## config.mk

```make
export PLATFORM = sky130hd
export DESIGN_NAME = pb_debounce
export DESIGN_NICKNAME = d
export VERILOG_FILES = /design/src/rtl/pb_pkg.sv /design/src/rtl/pb_debounce_ch.sv /design/src/rtl/pb_debounce.sv
export SDC_FILE = /design/constraint.sdc
export NUM_CORES = 1
export LEC_CHECK = 0
export ABC_AREA = 0
export CORE_ASPECT_RATIO = 1.75
export CORE_MARGIN = 2
export CORE_UTILIZATION = 43
export DETAILED_ROUTE_END_ITERATION = 12
export GPL_ROUTABILITY_DRIVEN = 0
export GPL_TIMING_DRIVEN = 0
export MAX_ROUTING_LAYER = met4
export PLACE_DENSITY = 0.69
export REMOVE_ABC_BUFFERS = 1
export SYNTH_ARGS = -nofsm -noshare
export SYNTH_HDL_FRONTEND = slang
export SYNTH_SLANG_ARGS = --single-unit
```

## constraint.sdc

```tcl
create_clock -name clk -period 1.9 [get_ports clk]
set_input_delay 0.285 -clock clk [delete_from_list [all_inputs] [get_ports clk]]
set_output_delay 0.285 -clock clk [all_outputs]
set_load 0.02 [all_outputs]
```

## src/rtl/pb_pkg.sv

```systemverilog
// Shared types for the push-button debouncer: the per-channel qualification
// state machine encoding.
package pb_pkg;

  // Two stable levels plus one qualifying state per direction of change.
  typedef enum logic [1:0] {
    S_LOW  = 2'b00,
    S_RISE = 2'b01,
    S_HIGH = 2'b10,
    S_FALL = 2'b11
  } db_state_t;

endpackage : pb_pkg

```

## src/rtl/pb_debounce_ch.sv

```systemverilog
// One debounce channel: two-flop synchroniser for the raw button line, then a
// stable-level FSM with a counter that accepts a new level only after the
// synchronised input has held it for CNT_MAX consecutive clocks.
module pb_debounce_ch
  import pb_pkg::*;
#(
  parameter int CNT_MAX = 100000,
  parameter int CNT_W   = (CNT_MAX > 1) ? $clog2(CNT_MAX) : 1
) (
  input  logic clk,
  input  logic rst_n,
  input  logic pb_raw,
  output logic pb_db,
  output logic pb_bouncing
);

  // The qualification window ends when the counter reaches this value, so
  // the counter never needs to represent CNT_MAX itself and cannot wrap.
  localparam logic [CNT_W-1:0] CNT_LAST = CNT_W'(CNT_MAX - 1);

  logic             sync0_q;
  logic             sync1_q;
  logic             pb_sync;
  db_state_t        state_q, state_d;
  logic [CNT_W-1:0] cnt_q, cnt_d;
  logic             pb_db_q, pb_db_d;

  // Bring the asynchronous button line into the clock domain.
  always_ff @(posedge clk or negedge rst_n) begin
    if (!rst_n) begin
      sync0_q <= 1'b0;
      sync1_q <= 1'b0;
    end else begin
      sync0_q <= pb_raw;
      sync1_q <= sync0_q;
    end
  end

  assign pb_sync = sync1_q;

  // State, qualification counter and debounced level registers.
  always_ff @(posedge clk or negedge rst_n) begin
    if (!rst_n) begin
      state_q <= S_LOW;
      cnt_q   <= '0;
      pb_db_q <= 1'b0;
    end else begin
      state_q <= state_d;
      cnt_q   <= cnt_d;
      pb_db_q <= pb_db_d;
    end
  end

  // Next state: any reversal during qualification falls back to the stable
  // state with a cleared count, so partial counts are never reused.
  always_comb begin
    state_d = state_q;
    cnt_d   = '0;
    pb_db_d = pb_db_q;
    case (state_q)
      S_LOW: begin
        if (pb_sync) begin
          state_d = S_RISE;
        end
      end
      S_RISE: begin
        if (!pb_sync) begin
          state_d = S_LOW;
        end else if (cnt_q == CNT_LAST) begin
          state_d = S_HIGH;
          pb_db_d = 1'b1;
        end else begin
          cnt_d = cnt_q + CNT_W'(1);
        end
      end
      S_HIGH: begin
        if (!pb_sync) begin
          state_d = S_FALL;
        end
      end
      S_FALL: begin
        if (pb_sync) begin
          state_d = S_HIGH;
        end else if (cnt_q == CNT_LAST) begin
          state_d = S_LOW;
          pb_db_d = 1'b0;
        end else begin
          cnt_d = cnt_q + CNT_W'(1);
        end
      end
      default: begin
        state_d = S_LOW;
        pb_db_d = 1'b0;
      end
    endcase
  end

  assign pb_db       = pb_db_q;
  assign pb_bouncing = (state_q == S_RISE) || (state_q == S_FALL);

endmodule : pb_debounce_ch

```

## src/rtl/pb_debounce.sv

```systemverilog
// Push-button debouncer for a bank of WIDTH independent buttons. Each channel
// is synchronised and qualified separately; pb_db feeds the one-pulse stage.
module pb_debounce
  import pb_pkg::*;
#(
  parameter int WIDTH   = 1,
  parameter int CNT_MAX = 100000,
  parameter int CNT_W   = (CNT_MAX > 1) ? $clog2(CNT_MAX) : 1
) (
  input  logic             clk,
  input  logic             rst_n,
  input  logic [WIDTH-1:0] pb_raw,
  output logic [WIDTH-1:0] pb_db,
  output logic [WIDTH-1:0] pb_bouncing
);

  // A zero-length qualification window would make the counter meaningless.
  if (CNT_MAX < 1) begin : g_bad_cnt_max
    $error("pb_debounce: CNT_MAX must be at least 1");
  end

  // One fully independent debounce channel per button.
  for (genvar i = 0; i < WIDTH; i++) begin : g_ch
    pb_debounce_ch #(
      .CNT_MAX (CNT_MAX),
      .CNT_W   (CNT_W)
    ) u_ch (
      .clk         (clk),
      .rst_n       (rst_n),
      .pb_raw      (pb_raw[i]),
      .pb_db       (pb_db[i]),
      .pb_bouncing (pb_bouncing[i])
    );
  end

endmodule : pb_debounce
```

==> impl_metrics.py <==
metrics = {
    "status": {
        "status": "finished, final reports clean",
    },
    "sta": {
        "hold_viol": 0,
        "fin_crit_ns": 1.66,
        "drv_slew": 0,
        "finalSetupViolCount": 0,
        "finalSetupTns_ns": 0,
        "rsz0062_at_grt": "false",
        "fmax_mhz": 602,
        "fin_skew_ns": 0.00437,
        "fin_crit_sh_pct": 87.5,
        "tightest_slew_ns": 0.977,
        "max_slew_margin_pct": 34.7,
    },
    "critical_path": {
        "worstSetupPathType": "reg2reg",
        "cp-start-kind": "flop",
        "worstPathArrival_ns": 1.81,
        "end_kind": "flop",
        "worstPathMaxFanout": 5,
        "required_ns": 2.05,
    },
    "finish": {
        "layout.filler_cells": 234,
        "area_growth_pct": 9.05,
        "final_common_cell": "dfrtp_1",
        "final_cell_mix": "22 x dfrtp_1, 17 x nor2_1, 8 x xnor2_1, 7 x xor2_1, 6 x nand3_1",
        "nNetsFinal": 109,
        "drive_gt1_share_pct": 12.6,
        "finish.instance_area_mm2": 0.00119,
        "regArea_um2": 551,
        "insertedDiodeCount": 0,
        "multi_input_comb_area_um2": 519,
    },
    "clock_tree": {
        "cts.sink_count": 22,
        "cts_max_level": 1,
        "hold_buffers": 0,
        "post_cts_resize_count": 0,
        "worstSkewPairLatency_ns": 0.26,
        "path_clk_slew_ns": 0.07,
        "postCtsSetupRepairBufs": 0,
        "cts_tree": "built",
        "cts_buffers": 3,
        "cts_root_buffer": "clkbuf_8",
        "clk_path_buf_depth": 2,
    },
    "grt": {
        "grt_pass1_vias": 719,
        "antenna_found_initial": 0,
        "grt_first_pass_wirelength_mm": 3.30,
        "overflow": 0,
        "grt_usage_pct": 15.1,
        "grt_max_degree": 23,
    },
    "pwr": {
        "clkPwrFrac_pct": 35.6,
        "pwr-share-comb_pct": 3.7,
        "pwr_density_cell_mw_per_mm2": 661,
        "pwr-share-seq_pct": 60.7,
        "switching_share_pct": 20.7,
        "power_leakage_nw": 0.477,
        "p_sw_mw": 0.163,
        "p_int_mw": 0.624,
        "ir_drop_uv": 364,
        "p_total_mw": 0.788,
    },
    "detailed_routing": {
        "postRouteAntennaNets": 0,
        "wirelength_mm": 1.91,
        "vias_per_cell": 5.69,
        "first_pass_iters": 4,
        "vias": 734,
        "drcViolationCount": 0,
        "drt-initial-drc-count": 11,
        "wl_per_cell_um": 14.8,
    },
    "floorplanning": {
        "start_util_pct": 44.4,
        "ios": 5,
        "die_y_um": 70.7,
        "die_area_mm2": 0.00298,
        "die_w_um": 42.1,
        "num_rows": 24,
        "core-area_mm2": 0.00246,
    },
    "place": {
        "placed_cell_area_mm2": 0.00115,
        "dpl.hpwl_mm": 1.36,
        "portBuffers": 4,
    },
    "synthesis": {
        "ys_seq_elements": 22,
        "yosysWarningCount": 0,
        "synth_top_area_share_pct": 50.4,
        "yosys.area.top_type": "dfrtp_1",
        "synth_cell_types": 31,
        "syn_inst": 98,
        "syn_area_per_cell_um2": 11.1,
        "ys_seq_area_share_pct": 50.4,
        "syn_area_mm2": 0.00109,
        "synthTopCellsByArea": "dfrtp_1 50%, xnor2_1 6.4%, nor2_1 5.8%",
    },
    "job": {
        "maxCapViolCount": 0,
    },
    "hold_path": {
        "min_path_type": "reg2reg",
    },
}
cells in the mapped netlist:
library cell	count
dfrtp_1	22
nor2_1	17
xnor2_1	8
xor2_1	7
nand3_1	6
nand2_1	4
nand4_1	4
and4_1	2
and4_4	2
inv_1	2
nor3_1	2
nor4_1	2
nor4bb_1	2
a21oi_2	1
a2bb2oi_1	1
a31oi_1	1
and2_1	1
and4bb_2	1
buf_6	1
clkbuf_1	1
ha_1	1
mux2_4	1
nand2_2	1
nand3_2	1
nand3b_1	1
nand3b_4	1
nand4_4	1
nor3_2	1
nor4b_1	1
o41ai_1	1
or3b_1	1
critical path, cell delays in order, from the launching register on:
cell     delay (ns)
dfrtp_1        0.40
ha_1           0.25
and4_4         0.28
and4_4         0.26
nand2_2        0.07
mux2_4         0.30
registers in the layout (all words and copies together), names as in the netlist, named ones only:
signal	cells
g_ch.u_ch.cnt_q	17
g_ch.u_ch.pb_sync	1
g_ch.u_ch.pb_db	1
g_ch.u_ch.state_q	1
g_ch.u_ch.sync0_q	1
through the flow:
| stage | cells | hold WS, ns | setup WS [ns] | utilization, % |
|---|---|---|---|---|
| after floorplan | 96 | -0.0106 | 0.345 | - |
| after global placement | 126 | 0.336 | 0.249 | 46.7 |
| after detailed placement | 126 | 0.346 | 0.241 | 46.7 |
| after CTS | 129 | 0.363 | 0.223 | 48.4 |
| after global routing | 129 | 0.380 | 0.150 | 48.4 |
| final | 129 | 0.357 | 0.238 | 48.4 |
path summary, 6_finish.rpt:
kind                                             from                      to  slack (ns)  cells past startpoint
worst max-delay path            g_ch[0].u_ch.cnt_q[0]                    flop        0.24                      5
worst min-delay path             g_ch[0].u_ch.sync0_q    g_ch[0].u_ch.pb_sync        0.36                      0
worst max register to register  g_ch[0].u_ch.cnt_q[0]                    flop        0.24                      5
worst min register to register   g_ch[0].u_ch.sync0_q    g_ch[0].u_ch.pb_sync        0.36                      0
max in group asynchronous                       rst_n  g_ch[0].u_ch.cnt_q[16]        0.74                      1
min in group asynchronous                       rst_n   g_ch[0].u_ch.cnt_q[7]        0.56                      1
power groups by stage:
| stage | combinational (mW) | sequential, mW | clock, mW |
|---|---|---|---|
| 2_1_floorplan | 0.0108 | 0.488 | 0 |
| 3_3_place_gp | 0.0299 | 0.488 | 0 |
| 3_5_place_dp | 0.0303 | 0.488 | 0 |
| 4_1_cts | 0.0304 | 0.478 | 0.297 |
| 5_1_grt | 0.0332 | 0.479 | 0.311 |
| 6_report | 0.0290 | 0.479 | 0.280 |
cell type report:
class	instances	area share, %
flip-flops and latches	22	46.2
clock buffers	3	3.47
well taps	26	2.73
inverters	2	0.630
multi-input cells	72	43.6
repair buffers	4	3.36
cells by family (layout without fill, tap and decap cells):
group                    count (synthesis)  after routing  synth area share, %
XOR/XNOR                                15             15                 12.0
AO/OA/AOI/OAI                            4              4                 2.98
buffers and inverters                    4              9                 2.06
AND/OR/NAND/NOR                         51             51                 30.0
adder cells (fa/ha/maj)                  1              1                 1.15
multiplexers                             1              1                 1.37
flip-flops                              22             22                 50.4
layer usage:
metal	track usage, %	vias up	wire, µm
met2	26.2	7	1060
met1	16.0	367	779
li1	-	355	-
met5	-	-	0
met4	8.33	0	47
met3	2.30	5	27
(Power assumes the default switching activity.)
